[src/rtl/timer_disp_pkg.sv]
// Shared definitions for the timer display driver: field positions of the
// packed time bus, update FSM encoding, active-low 7-segment patterns and the
// decimal-point position mask.
package timer_disp_pkg;

    // digit[26:0] = {hr[4:0], min[5:0], sec[5:0], ms[9:0]}
    localparam int HR_MSB  = 26;
    localparam int HR_LSB  = 22;
    localparam int MIN_MSB = 21;
    localparam int MIN_LSB = 16;
    localparam int SEC_MSB = 15;
    localparam int SEC_LSB = 10;
    localparam int MS_MSB  = 9;
    localparam int MS_LSB  = 0;

    typedef enum logic [1:0] {
        S_CAPTURE = 2'd0,
        S_START   = 2'd1,
        S_WAIT    = 2'd2,
        S_COMMIT  = 2'd3
    } upd_state_t;

    // Segment order {g,f,e,d,c,b,a}, 0 = segment lit.
    localparam logic [6:0] SEG_0     = 7'h40;
    localparam logic [6:0] SEG_1     = 7'h79;
    localparam logic [6:0] SEG_2     = 7'h24;
    localparam logic [6:0] SEG_3     = 7'h30;
    localparam logic [6:0] SEG_4     = 7'h19;
    localparam logic [6:0] SEG_5     = 7'h12;
    localparam logic [6:0] SEG_6     = 7'h02;
    localparam logic [6:0] SEG_7     = 7'h78;
    localparam logic [6:0] SEG_8     = 7'h00;
    localparam logic [6:0] SEG_9     = 7'h10;
    localparam logic [6:0] SEG_BLANK = 7'h7F;

    // Decimal point follows the hr, min and sec units digits: HH.MM.SS.cc
    localparam logic [7:0] DP_MASK = 8'b01010100;

    function automatic logic [6:0] seg_encode(input logic [3:0] nib);
        case (nib)
            4'd0:    return SEG_0;
            4'd1:    return SEG_1;
            4'd2:    return SEG_2;
            4'd3:    return SEG_3;
            4'd4:    return SEG_4;
            4'd5:    return SEG_5;
            4'd6:    return SEG_6;
            4'd7:    return SEG_7;
            4'd8:    return SEG_8;
            4'd9:    return SEG_9;
            default: return SEG_BLANK;
        endcase
    endfunction

endpackage

[src/rtl/timer_display_driver_bin2bcd.sv]
// Sequential 10-bit binary to 4-digit BCD converter (shift-add-3).
// Ports:
//   clk_1khz, reset_in : clock, async active-high reset
//   start              : one-cycle pulse, loads bin (ignored while busy)
//   bin[9:0]           : value to convert
//   done               : one-cycle pulse exactly 10 cycles after start
//   bcd[15:0]          : {thousands, hundreds, tens, units}, valid on done and
//                        held until the next start
module bin2bcd_seq
    import timer_disp_pkg::*;
(
    input  logic        clk_1khz,
    input  logic        reset_in,
    input  logic        start,
    input  logic [9:0]  bin,
    output logic        done,
    output logic [15:0] bcd
);

    // {bcd[15:0], bin[9:0]} working register
    logic [25:0] sr;
    logic [3:0]  remaining;
    logic        busy;

    function automatic logic [25:0] shift_add3(input logic [25:0] x);
        logic [25:0] y;
        y = x;
        for (int i = 0; i < 4; i++) begin
            if (y[10 + 4*i +: 4] >= 4'd5)
                y[10 + 4*i +: 4] = y[10 + 4*i +: 4] + 4'd3;
        end
        return {y[24:0], 1'b0};
    endfunction

    // The load edge also performs the first shift, so the tenth shift lands
    // on the edge that raises done, ten cycles after start.
    always_ff @(posedge clk_1khz or posedge reset_in) begin
        if (reset_in) begin
            sr        <= '0;
            remaining <= '0;
            busy      <= 1'b0;
            done      <= 1'b0;
        end else begin
            done <= 1'b0;
            if (start && !busy) begin
                sr        <= shift_add3({16'd0, bin});
                remaining <= 4'd9;
                busy      <= 1'b1;
            end else if (busy) begin
                sr        <= shift_add3(sr);
                remaining <= remaining - 4'd1;
                if (remaining == 4'd1) begin
                    busy <= 1'b0;
                    done <= 1'b1;
                end
            end
        end
    end

    assign bcd = sr[25:10];

endmodule

[src/rtl/timer_display_driver.sv]
// Snapshots the countdown timer's packed time bus, converts hr/min/sec/ms to
// BCD with one shared sequential converter and scans an 8-digit common-anode
// display as HH.MM.SS.cc. The whole display blinks while done_in is high.
// Ports:
//   clk_1khz, reset_in : 1 kHz clock, async active-high reset
//   digit[26:0]        : {hr[4:0], min[5:0], sec[5:0], ms[9:0]}
//   done_in            : countdown finished, enables blinking
//   an[7:0]            : active-low digit enables, an[7] = hr tens
//   seg[6:0]           : active-low segments {g,f,e,d,c,b,a}
//   dp                 : active-low decimal point
//   frame_upd          : one-cycle pulse when the display takes a new snapshot
//
// state     | meaning
// S_CAPTURE | latch digit into snap, restart at the hr field
// S_START   | pulse converter start with the current field
// S_WAIT    | wait for converter done, store field BCD in shadow
// S_COMMIT  | copy shadow to display registers, pulse frame_upd
module timer_display_driver
    import timer_disp_pkg::*;
#(
    parameter int SCAN_DIV   = 1,
    parameter int BLINK_HALF = 250
) (
    input  logic        clk_1khz,
    input  logic        reset_in,
    input  logic [26:0] digit,
    input  logic        done_in,
    output logic [7:0]  an,
    output logic [6:0]  seg,
    output logic        dp,
    output logic        frame_upd
);

    localparam int PW = (SCAN_DIV > 1) ? $clog2(SCAN_DIV) : 1;
    localparam int BW = (BLINK_HALF > 1) ? $clog2(BLINK_HALF) : 1;

    upd_state_t  state, state_nx;
    logic [1:0]  field_idx;
    logic [26:0] snap;
    logic        conv_start, conv_done;
    logic [9:0]  conv_bin;
    logic [15:0] conv_bcd;
    logic        conv_unused;

    logic [7:0]  sh_hr, sh_min, sh_sec, sh_ms;
    logic [7:0]  disp_hr, disp_min, disp_sec, disp_ms;

    logic [PW-1:0] presc;
    logic [2:0]    scan_idx;
    logic [3:0]    disp_nib;
    logic [BW-1:0] blink_cnt;
    logic          blink_blank;

    bin2bcd_seq u_bin2bcd (
        .clk_1khz (clk_1khz),
        .reset_in (reset_in),
        .start    (conv_start),
        .bin      (conv_bin),
        .done     (conv_done),
        .bcd      (conv_bcd)
    );

    // Thousands digit is never shown (ms thousands is dropped).
    assign conv_unused = ^conv_bcd[15:12];

    always_ff @(posedge clk_1khz or posedge reset_in) begin
        if (reset_in) state <= S_CAPTURE;
        else          state <= state_nx;
    end

    always_comb begin
        state_nx   = state;
        conv_start = 1'b0;
        case (field_idx)
            2'd0:    conv_bin = {5'd0, snap[HR_MSB:HR_LSB]};
            2'd1:    conv_bin = {4'd0, snap[MIN_MSB:MIN_LSB]};
            2'd2:    conv_bin = {4'd0, snap[SEC_MSB:SEC_LSB]};
            default: conv_bin = snap[MS_MSB:MS_LSB];
        endcase
        case (state)
            S_CAPTURE: state_nx = S_START;
            S_START: begin
                conv_start = 1'b1;
                state_nx   = S_WAIT;
            end
            S_WAIT:
                if (conv_done) state_nx = (field_idx == 2'd3) ? S_COMMIT : S_START;
            S_COMMIT:  state_nx = S_CAPTURE;
            default:   state_nx = S_CAPTURE;
        endcase
    end

    assign frame_upd = (state == S_COMMIT);

    always_ff @(posedge clk_1khz or posedge reset_in) begin
        if (reset_in) begin
            snap      <= '0;
            field_idx <= '0;
            sh_hr     <= '0;
            sh_min    <= '0;
            sh_sec    <= '0;
            sh_ms     <= '0;
            disp_hr   <= '0;
            disp_min  <= '0;
            disp_sec  <= '0;
            disp_ms   <= '0;
        end else begin
            case (state)
                S_CAPTURE: begin
                    snap      <= digit;
                    field_idx <= 2'd0;
                end
                S_WAIT:
                    if (conv_done) begin
                        case (field_idx)
                            2'd0:    sh_hr  <= conv_bcd[7:0];
                            2'd1:    sh_min <= conv_bcd[7:0];
                            2'd2:    sh_sec <= conv_bcd[7:0];
                            default: sh_ms  <= conv_bcd[11:4];  // hundreds, tens
                        endcase
                        field_idx <= field_idx + 2'd1;
                    end
                S_COMMIT: begin
                    disp_hr  <= sh_hr;
                    disp_min <= sh_min;
                    disp_sec <= sh_sec;
                    disp_ms  <= sh_ms;
                end
                default: ;
            endcase
        end
    end

    always_comb begin
        disp_nib = 4'd0;
        case (scan_idx)
            3'd7: disp_nib = disp_hr[7:4];
            3'd6: disp_nib = disp_hr[3:0];
            3'd5: disp_nib = disp_min[7:4];
            3'd4: disp_nib = disp_min[3:0];
            3'd3: disp_nib = disp_sec[7:4];
            3'd2: disp_nib = disp_sec[3:0];
            3'd1: disp_nib = disp_ms[7:4];
            3'd0: disp_nib = disp_ms[3:0];
            default: disp_nib = 4'd0;
        endcase
    end

    // an, seg and dp all derive from the same scan_idx in one register stage,
    // so the anode and its segment data always change together.
    always_ff @(posedge clk_1khz or posedge reset_in) begin
        if (reset_in) begin
            presc    <= '0;
            scan_idx <= 3'd7;
            an       <= 8'hFF;
            seg      <= SEG_BLANK;
            dp       <= 1'b1;
        end else begin
            if (presc == PW'(SCAN_DIV - 1)) begin
                presc    <= '0;
                scan_idx <= scan_idx - 3'd1;
            end else begin
                presc <= presc + PW'(1);
            end
            an  <= blink_blank ? 8'hFF : ~(8'b1 << scan_idx);
            seg <= seg_encode(disp_nib);
            dp  <= ~DP_MASK[scan_idx];
        end
    end

    always_ff @(posedge clk_1khz or posedge reset_in) begin
        if (reset_in) begin
            blink_cnt   <= '0;
            blink_blank <= 1'b0;
        end else if (!done_in) begin
            blink_cnt   <= '0;
            blink_blank <= 1'b0;
        end else if (blink_cnt == BW'(BLINK_HALF - 1)) begin
            blink_cnt   <= '0;
            blink_blank <= ~blink_blank;
        end else begin
            blink_cnt <= blink_cnt + BW'(1);
        end
    end

endmodule

[config.mk]
export PLATFORM = sky130hd
export DESIGN_NAME = timer_display_driver
export DESIGN_NICKNAME = d
export VERILOG_FILES = /design/src/rtl/timer_disp_pkg.sv /design/src/rtl/timer_display_driver_bin2bcd.sv /design/src/rtl/timer_display_driver.sv
export SDC_FILE = /design/constraint.sdc
export NUM_CORES = 1
export LEC_CHECK = 0
export BUFFER_PORTS_ARGS = -buffer_cell sky130_fd_sc_hd__buf_2
export CAP_MARGIN = 20
export CELL_PAD_IN_SITES_DETAIL_PLACEMENT = 0
export CELL_PAD_IN_SITES_GLOBAL_PLACEMENT = 1
export CORE_ASPECT_RATIO = 2
export CORE_UTILIZATION = 35
export CTS_CLUSTER_DIAMETER = 30
export DETAILED_ROUTE_END_ITERATION = 10
export PLACE_DENSITY_LB_ADDON = 0.05
export SLEW_MARGIN = 20
export SYNTH_ARGS = -nofsm -noshare
export SYNTH_HDL_FRONTEND = slang
export SYNTH_SLANG_ARGS = --single-unit
[constraint.sdc]
create_clock -name clk_1khz -period 5.15 [get_ports clk_1khz]
set_input_delay 0.515 -clock clk_1khz [delete_from_list [all_inputs] [get_ports clk_1khz]]
set_output_delay 0.515 -clock clk_1khz [all_outputs]
set_load 0.01 [all_outputs]
# Word-level counts from Yosys, hierarchy flattened

Memories as Yosys holds them, arrays and structs flattened. A register that Yosys moved wholly into a read port is not among the register bits.
Index checks and enable logic that the tools add are counted.

Bits in read-only memories: 120
Flip-flop bits (word level): 149
Memories kept: 2
Word-level logic and storage cells: 101

Memories:

| name            | words | width | rd ports | clocked after memory_dff | write ports | RTL line                    | text |
|---|---|---|---|---|---|---|---|
| (no name shown) | 16    | 7     | 1        | 1                        | 0           | timer_disp_pkg.sv:40        | `case (nib)` |
| (no name shown) | 8     | 1     | 1        | 0                        | 0           | timer_display_driver.sv:167 | `dp <= ~DP_MASK[scan_idx];` |

Bitwise gates (word level): 4
Shift operators: 1
$lt $le $gt $ge: 5
Eq/ne operators: 17
Multiplexer cells: 29
Add/subtract/negate cells: 9
Reductions and logical operators: 13

Operators by type and width:

| kind                                                                         | count |
|---|---|
| 26-bit two-way mux                                                           | 2 |
| 4-bit one-hot mux with 8 select lines                                        | 1 |
| 10-bit one-hot mux with 3 select lines                                       | 1 |
| 8-bit two-way mux                                                            | 3 |
| 4-bit two-way mux                                                            | 5 |
| 4-bit by 3-bit >= comparator with 1-bit output, second input constant        | 4 |
| 4-bit by 2-bit adder with 4-bit output, second input constant                | 3 |
| 3-bit == test, second input constant                                         | 4 |
| 3-bit AND reduction                                                          | 4 |
| 1-bit two-way mux                                                            | 11 |
| 8-bit by 1-bit adder with 8-bit output, second input constant                | 1 |
| 2-bit == test, second input constant                                         | 4 |
| 8-bit == test, second input constant                                         | 1 |
| 8-bit NOT                                                                    | 1 |
| 2-bit one-hot mux with 4 select lines                                        | 1 |
| 1-bit by 3-bit left shift with 8-bit output, first input constant            | 1 |
| 3-bit by 2-bit == test with 1-bit output, second input constant              | 2 |
| 2-bit two-way mux                                                            | 3 |
| 2-bit by 1-bit == test with 1-bit output, second input constant              | 2 |
| 4-bit by 1-bit == test with 1-bit output, second input constant              | 1 |
| 2-bit zero test                                                              | 2 |
| 3-bit by 4-bit less-than comparator with 1-bit output, second input constant | 1 |
| 2-bit by 1-bit inequality test with 1-bit output, second input constant      | 2 |
| 2-bit one-hot mux with 2 select lines                                        | 1 |
| other kinds (14)                                                             | 17 |

# Longest topological paths before layout

Gate-level depths: netlist of the first run.

Depth after elaboration: 4
Depth in mapped cells: 10
Mapped depth without buffers: 9

# Hierarchy

A second synthesis of the first run with hierarchy kept.

Cells, all modules: 592
Area, all modules: 7111.8 sq um

By module, submodules not included:

| module               | area each (sq um) | cells each | instances |
|---|---|---|---|
| timer_display_driver | 5237.5            | 396        | 1 |
| bin2bcd_seq          | 1874.3            | 196        | 1 |

# Worst setup path before layout of the first run

Ideal clock, no wire load.

Path kind: register to register
Start: register scan_idx[0]
End: register seg[5]
Cell stages (with the launch flop): 10
Setup time: 0.082 ns
Data arrival time: 2.378 ns
Path slack: 2.690 ns
Required time: 5.068 ns
Path through: dfstp_2 inv_1 ha_1 clkbuf_1 a22oi_1 nand3b_1 a221oi_1 inv_1 ha_1 o31a_1

Cells in the longest elaborated chain, start to end: 2
Elaborated cells between the ends (all ways): 9
Classes of those cells: eq/ne (7); mux (1); reduce/logical (1)

Ends and longest elaborated chain:

| element                                                                | RTL line                    | text |
|---|---|---|
| start: declaration                                                     | timer_display_driver.sv:49  | `logic [2:0] scan_idx;` |
| start signal: assignment                                               | timer_display_driver.sv:161 | `scan_idx <= scan_idx - 3'd1;` |
| 3-bit by 1-bit == test with 1-bit output, or another cell as far along | timer_display_driver.sv:136 | `case (scan_idx)` |
| 4-bit one-hot mux with 8 select lines *                                | timer_display_driver.sv:136 |  |
| end: declaration                                                       | timer_display_driver.sv:29  | `output logic [6:0] seg,` |

Mark *: on every way between the ends. The rest lies on a longest branch, timed or not.
A chain may end at the register's enable or synchronous reset.

# Worst setup path after layout of the first run

Same ends and word-level chain as after synthesis.

==> impl_results.rst, run 1 <==
.. list-table::
   :header-rows: 1

   * - Metric
     - Value
   * - Achievable Freq
     - about 360 MHz
   * - Number of buffers added by the clock tree synthesis step
     - 17
   * - Number of flops mapped to enable cells by yosys
     - 0
   * - Hold Buf Count CTS
     - 0
   * - Post-layout min period
     - approximately 2.8 ns
   * - Buffers from clock root to sink, at most
     - 2
   * - Detail Route met2 WL
     - 8070 um
   * - PD cells
     - ~360 nW/um2
   * - Unique masters post-synth
     - 47
   * - Worst-path cell chain
     - inv_1 -> ha_1 -> a22oi_1 -> nand3b_1 -> a221oi_1 -> inv_1 -> ha_1 -> o31a_1
   * - Final setup margin
     - 2.36 ns
   * - Final worst hold slack
     - around 0.30 ns
   * - Core Box Area
     - about 18000 um2
   * - Worst reg-to-reg path cell count
     - 8
   * - 1st-pass router iterations
     - 5
   * - Synth warn
     - 0
   * - Total negative slack
     - 0 ns
   * - Post-route met1 wirelength
     - 5390 um
   * - Area occupied by multi-input gates
     - approximately 2600 um2
   * - Type of the worst setup path
     - reg -> reg
   * - Unrepaired setup endpoints after global routing
     - false
   * - Num ports
     - 47
   * - Number of sinks on the clock net
     - 150
   * - CP endpoint kind
     - flip-flop
   * - Met3 routed WL
     - 306 um
   * - Die boundary width
     - around 99 um
   * - Final Non-Filler Cells
     - roughly 830
   * - Number of filler instances in the final layout
     - ~1800
   * - Wire length of the first global-routing pass
     - ~23000 um
   * - Critical path launch point type
     - flip-flop
   * - Antenna Nets Post-Route
     - 0
   * - Nets@finish
     - roughly 650
   * - Cell with the largest stage delay on the worst path
     - a221oi_1
   * - Port Buffers
     - 46
   * - Total Routing Usage GR
     - 16.0%
   * - Gate Count Post-Synth
     - 555
   * - Uppermost layer routed
     - met4
   * - Vertical die dimension
     - between 150 and 200 um
   * - Hpwl dp
     - between 9000 and 10000 um
   * - Instance count after placement with tap cells included
     - just under 800
   * - Fraction of final layout cells with drive strength greater than 1
     - 29.2%
   * - Routability-driven placement congestion ratio
     - just under 0.8
   * - Share of the clock period used by the worst path after layout
     - 54.3%
   * - Starting utilization of the core area
     - 35.9%
   * - Final Max Slew Viols
     - 0
   * - Max VDD drop
     - roughly 0.00016 V
   * - Post-Synthesis Net Count
     - 608
   * - PostCTS Resize Cnt
     - 0
   * - P&R area growth vs syn
     - 14.3%
   * - Total power after layout
     - between 2 and 3 mW
   * - Mapped Area
     - about 6600 um2
   * - Die area
     - 19300 um2
   * - Routed length per instance
     - around 17 um
   * - Static leakage power
     - roughly 3.5 nW
   * - Register-to-register setup slack
     - between 2 and 2.5 ns
   * - Max-Slew Margin vs Limit
     - 37.4%
   * - Transition at the pin with the smallest max-transition slack
     - between 0.9 and 1 ns
   * - Total count of hold-check failures in the final report
     - 0
   * - Buffer cell driving the clock tree root
     - clkbuf_16
   * - Largest driver fanout on the critical path
     - 14
   * - Number of antenna violations at the first check in global routing
     - 0
   * - Endpoints failing setup
     - 0
   * - Worst EP required
     - 5.49 ns
   * - Number of DRC violations after detailed-routing iteration 0
     - 150
   * - Global route overflow
     - 0
   * - CTS tree
     - done
   * - Ys async rst share
     - between 90% and 100%
   * - Area of all placed cells without fillers
     - 7500 um2
   * - Clock-pin transition on the worst setup and hold timing paths
     - 0.06 ns
   * - H-tree depth
     - 4
   * - Critical path data arrival time
     - approximately 3.1 ns
   * - Flip-flop and latch area
     - around 3800 um2
   * - Utilization after layout
     - 41.0%
   * - Dpl ws
     - 2.37 ns
   * - Outcome
     - complete, no violations
   * - Core Rows
     - 70
   * - Via count of the first global-routing pass
     - ~4400
   * - Number of max-cap violations
     - 0
   * - Pin count of the biggest net entering global routing
     - roughly 100
   * - Vias per Instance
     - about 5.1
   * - Setup fix buffers added after clock tree synthesis
     - 0
   * - Latest clock arrival within the worst-skew pair
     - 0.42 ns
   * - Most used DFF post-synth
     - dfrtp_1
   * - #FFs+latches synth
     - 150
   * - Setup skew after layout
     - around 0.0081 ns
   * - Total detailed-routing wirelength
     - 14100 um
   * - Largest stage delay, worst path
     - between 0.6 and 0.7 ns
   * - Post-synthesis average cell area
     - around 12 um2
   * - Count of unresolved DRC violations after routing
     - 0
   * - Hold/Removal Path Class
     - in -> async
   * - Post-synthesis sequential area ratio
     - between 50% and 60%
   * - Post-detailed-placement cell area
     - roughly 7000 um2
   * - Antenna cell count
     - 0
   * - Number of vias after detailed routing
     - between 4000 and 5000
-- state kept, by name (all words and copies together) (netlist names), 7 cells and up --
register	count
sh_ms	8
sh_sec	8
snap	27
disp_ms	8
blink_cnt	8
u_bin2bcd.sr	21
disp_min	8
sh_min	8
seg	7
sh_hr	8
disp_sec	8
an	8
disp_hr	8
-- cell usage in the layout, fill, tap and decap left out, types with 6 or more instances in the layout --
cell type  synthesis  routed
a21oi_1           25      25
a222oi_1           6       6
a22oi_1            8       8
buf_2              3      46
clkbuf_1          18       9
clkbuf_16          0      17
dfrtp_1          131     131
dfstp_2           19      19
ha_1              23      23
inv_1             19      18
mux2_2            81      81
nand2_1           70      70
nand2b_1           7       7
nand3_1           10      10
nor2_1            22      21
o21ai_0           42      42
-- logic make-up (layout without fill, tap and decap cells) --
kind of cell    after synthesis  in the layout  share of synthesized area [%]
flops                       150            150                           57.5
buf+inv                      45            102                           2.86
xor+xnor                      8              8                           1.07
simple gates                138            138                           9.61
mux                          87             87                           14.9
fa+ha+maj                    23             23                           4.38
compound gates              104            104                           9.66
-- path summary, 6_finish.rpt --
path                               endpoint   startpoint
max                                  seg[5]  scan_idx[0]
min                            blink_cnt[4]     reset_in
max reg2reg                          seg[5]  scan_idx[0]
min reg2reg                        sh_ms[1]     sh_ms[1]
max in group asynchronous  u_bin2bcd.sr[16]     reset_in
min in group clk_1khz              snap[17]    digit[17]
-- cell type report --
class / count / area share [%]
flip-flops and latches: 150 / 50.3
well taps: 216 / 3.60
clock buffers: 28 / 6.49
repair buffers: 51 / 3.57
multi-input cells: 360 / 34.7
clock inverters: 4 / 0.300
inverters: 19 / 1.02
-- report_power, final --
group / leakage, nW / internal (mW) / switching (mW)
Clock: 0.251 / 0.641 / 0.454
Combinational: 1.35 / 0.110 / 0.0927
Sequential: 1.85 / 1.34 / 0.0851
Total: 3.45 / 2.09 / 0.632
-- Yosys cell counts (3+ instances only) --
cell type	instances	area share, %
nor3_1	3	0.23
a22o_1	3	0.40
inv_1	19	1.1
ha_1	23	4.4
and3_1	5	0.48
o21ai_0	42	3.2
a21oi_1	25	1.9
nand2_1	70	4.0
clkbuf_1	18	1.0
dfrtp_1	131	50
a22oi_1	8	0.91
buf_1	3	0.17
dfstp_2	19	7.6
o31ai_1	5	0.57
or3_1	4	0.38
nor2_1	22	1.3
a222oi_1	6	0.91
buf_2	3	0.23
nand3_1	10	0.76
nor2b_1	5	0.48
nand2b_1	7	0.67
nor3b_1	3	0.34
mux2i_1	5	0.76
mux2_2	81	14
xnor2_1	4	0.53
xor2_1	4	0.53
-- per-layer routing --
| layer | global-route usage [%] | up-vias |
|---|---|---|
| li1 | - | 2032 |
| met4 | 7.19 | 0 |
| met3 | 3.14 | 15 |
| met5 | 0 | - |
| met2 | 30.4 | 73 |
| met1 | 16.5 | 2121 |
-- critical path, delay by kind of cell (launching register included) --
family                   cells  cell delay [ns]
flip-flops                   1             0.55
buffers and inverters        2             0.24
adder cells (fa/ha/maj)      2             0.63
AO/OA/AOI/OAI                3             1.20
AND/OR/NAND/NOR              1             0.10
Power figures use the tool's default switching activity.
==> run 2, diff against run 1 <==
==> constraint.sdc (replaced) <==
create_clock -name clk_1khz -period 2.55 [get_ports clk_1khz]
set_input_delay 0.255 -clock clk_1khz [delete_from_list [all_inputs] [get_ports clk_1khz]]
set_output_delay 0.255 -clock clk_1khz [all_outputs]
set_load 0.01 [all_outputs]
==> impl_results.rst, run 2 (synthesis gave the netlist of run 1 again) <==
.. list-table::
   :header-rows: 1

   * - Metric
     - Value
   * - Worst EP required
     - 2.90 ns (was 5.49 ns)
   * - Clock-pin transition on the worst setup and hold timing paths
     - 0.06 ns (about the same)
   * - Most common cell after layout, fill and taps aside
     - dfrtp_1 (unchanged)
   * - Via count of the first global-routing pass
     - 4473 (was 4445)
   * - Static leakage power
     - 3.52 nW (was 3.45 nW)
   * - Register-to-register setup slack
     - 0.15 ns (was 2.36 ns)
   * - Type of the worst setup path
     - reg -> reg (unchanged)
   * - Hpwl dp
     - 10200 um (was 10000 um)
   * - H-tree depth
     - 4 (unchanged)
   * - Core Box Area
     - 18300 um2 (unchanged)
   * - Buffer cell driving the clock tree root
     - clkbuf_16 (unchanged)
   * - Number of antenna violations at the first check in global routing
     - 0 (unchanged)
   * - Total negative slack
     - 0 ns (unchanged)
   * - Vias per Instance
     - 5.07 (was 5.12)
   * - Hold Buf Count CTS
     - 0 (unchanged)
   * - Area of all placed cells without fillers
     - 7650 um2 (was 7500 um2)
   * - Share of the clock period used by the worst path after layout
     - 94.0% (was 54.3%)
   * - Pin count of the biggest net entering global routing
     - 151 (was 104)
   * - P&R area growth vs syn
     - 16.5% (was 14.3%)
   * - Port Buffers
     - 46 (unchanged)
   * - Most frequent cells in the layout
     - dfrtp_1, mux2_2, nand2_1, buf_2, o21ai_0 (unchanged)
   * - Total Routing Usage GR
     - 16.4% (was 16.0%)
   * - Largest reg by FF count
     - snap (unchanged)
   * - Critical path data arrival time
     - 2.75 ns (was 3.13 ns)
   * - Final worst hold slack
     - 0.0556 ns (was 0.301 ns)
   * - Critical path launch point type
     - flip-flop (unchanged)
   * - Max VDD drop
     - 0.000283 V (was 0.000157 V)
   * - Post-layout min period
     - 2.40 ns (was 2.79 ns)
   * - Number of filler instances in the final layout
     - 1785 (was 1766)
   * - Number of max-cap violations
     - 0 (unchanged)
   * - Number of buffers added by the clock tree synthesis step
     - 17 (unchanged)
   * - Die boundary width
     - 98.8 um (unchanged)
   * - Largest registers
     - snap: 27 flops, u_bin2bcd.sr: 21 flops (unchanged)
   * - Starting utilization of the core area
     - 35.9% (unchanged)
   * - Vertical die dimension
     - 196 um (unchanged)
   * - Antenna Nets Post-Route
     - 0 (unchanged)
   * - Core Rows
     - 70 (unchanged)
   * - Fraction of final layout cells with drive strength greater than 1
     - 31.4% (was 29.2%)
   * - Final Max Slew Viols
     - 0 (unchanged)
   * - Unrepaired setup endpoints after global routing
     - false (unchanged)
   * - Worst reg-to-reg path cell count
     - 7 (was 8)
   * - CTS tree
     - done (unchanged)
   * - Routed length per instance
     - 17.1 um (about the same)
   * - Number of vias after detailed routing
     - 4230 (was 4241)
   * - Wire length of the first global-routing pass
     - 23700 um (was 23300 um)
   * - Instance count after placement with tap cells included
     - 803 (was 796)
   * - RR Endpoint
     - seg[0] (was seg[5])
   * - PostCTS Resize Cnt
     - 0 (unchanged)
   * - Hold/Removal Path Class
     - in -> async (unchanged)
   * - Total count of hold-check failures in the final report
     - 0 (unchanged)
   * - Utilization after layout
     - 41.8% (was 41.0%)
   * - Max-Slew Margin vs Limit
     - 43.2% (was 37.4%)
   * - Nets@finish
     - 659 (was 652)
   * - PD cells
     - 747 nW/um2 (was 362 nW/um2)
   * - Endpoints failing setup
     - 0 (unchanged)
   * - Total power after layout
     - 5.71 mW (was 2.72 mW)
   * - Transition at the pin with the smallest max-transition slack
     - 0.853 ns (was 0.939 ns)
   * - Area occupied by multi-input gates
     - 2620 um2 (was 2600 um2)
   * - Post-detailed-placement cell area
     - 7060 um2 (was 6990 um2)
   * - Achievable Freq
     - 417 MHz (was 358 MHz)
   * - CP endpoint kind
     - flip-flop (unchanged)
   * - Num ports
     - 47 (unchanged)
   * - Antenna cell count
     - 0 (unchanged)
   * - Largest driver fanout on the critical path
     - 9 (was 14)
   * - Setup skew after layout
     - 0.0100 ns (was 0.00807 ns)
   * - Flip-flop count of the largest register, all copies and words added
     - 27 (unchanged)
   * - Reg-to-reg critical path startpoint
     - scan_idx[1] (was scan_idx[0])
   * - Global route overflow
     - 0 (unchanged)
   * - Final Non-Filler Cells
     - 834 (was 828)
   * - 1st-pass router iterations
     - 4 (was 5)
   * - Dpl ws
     - 0.0976 ns (was 2.37 ns)
   * - Flip-flop and latch area
     - 3780 um2 (unchanged)
   * - Latest clock arrival within the worst-skew pair
     - 0.42 ns (about the same)
   * - Outcome
     - complete, no violations (unchanged)
   * - Count of unresolved DRC violations after routing
     - 0 (unchanged)
   * - Final setup margin
     - 0.154 ns (was 2.36 ns)
   * - Die area
     - 19300 um2 (unchanged)
   * - Number of DRC violations after detailed-routing iteration 0
     - 122 (was 150)
   * - Buffers from clock root to sink, at most
     - 2 (unchanged)
   * - Setup fix buffers added after clock tree synthesis
     - 0 (unchanged)
   * - Routability-driven placement congestion ratio
     - 0.745 (was 0.780)
   * - Total detailed-routing wirelength
     - 14300 um (was 14100 um)
   * - Number of sinks on the clock net
     - 150 (unchanged)
## run 2: area by class of cell
cell class | count | area share (%)
timing repair buffer | 58 | 4.35
tap | 216 | 3.53
multi-input combinational | 360 | 34.2
inverter | 19 | 0.981
sequential | 150 | 49.4
clock buffer | 24 | 6.69
clock inverter | 7 | 0.883
## run 2: how the worst max path moves through the flow
stage                startpoint     end  slack (ns)  cells after the start
floorplan           scan_idx[0]  seg[5]        0.09                      9
global placement    scan_idx[1]  seg[5]        0.18                      8
detailed placement  scan_idx[1]  seg[5]         0.1                      8
CTS                 scan_idx[1]  seg[5]        0.09                      8
global route        scan_idx[1]  seg[3]        0.04                      7
finish              scan_idx[1]  seg[0]        0.15                      7
## run 2: per-layer routing
| metal | part of all wire, % | global-route usage, % |
|---|---|---|
| met1 | 37 | 16.6 |
| met2 | 57 | 31.1 |
| met3 | 2.2 | 2.92 |
| met4 | 3.4 | 9.01 |
| met5 | 0 | 0 |
## run 2: power by group
group          switching (mW)  internal [mW]  total, mW
Sequential              0.166           2.70       2.87
Clock                   0.940           1.49       2.43
Combinational           0.190          0.227      0.417
Total                    1.30           4.42       5.71
## run 2: critical path, stage by stage, from the launching register on
cell      delay, ns
dfstp_2        0.55
inv_1          0.07
ha_1           0.30
a222oi_1       0.37
nand2_1        0.09
a22o_1         0.29
or4_1          0.57
nand3_1        0.09
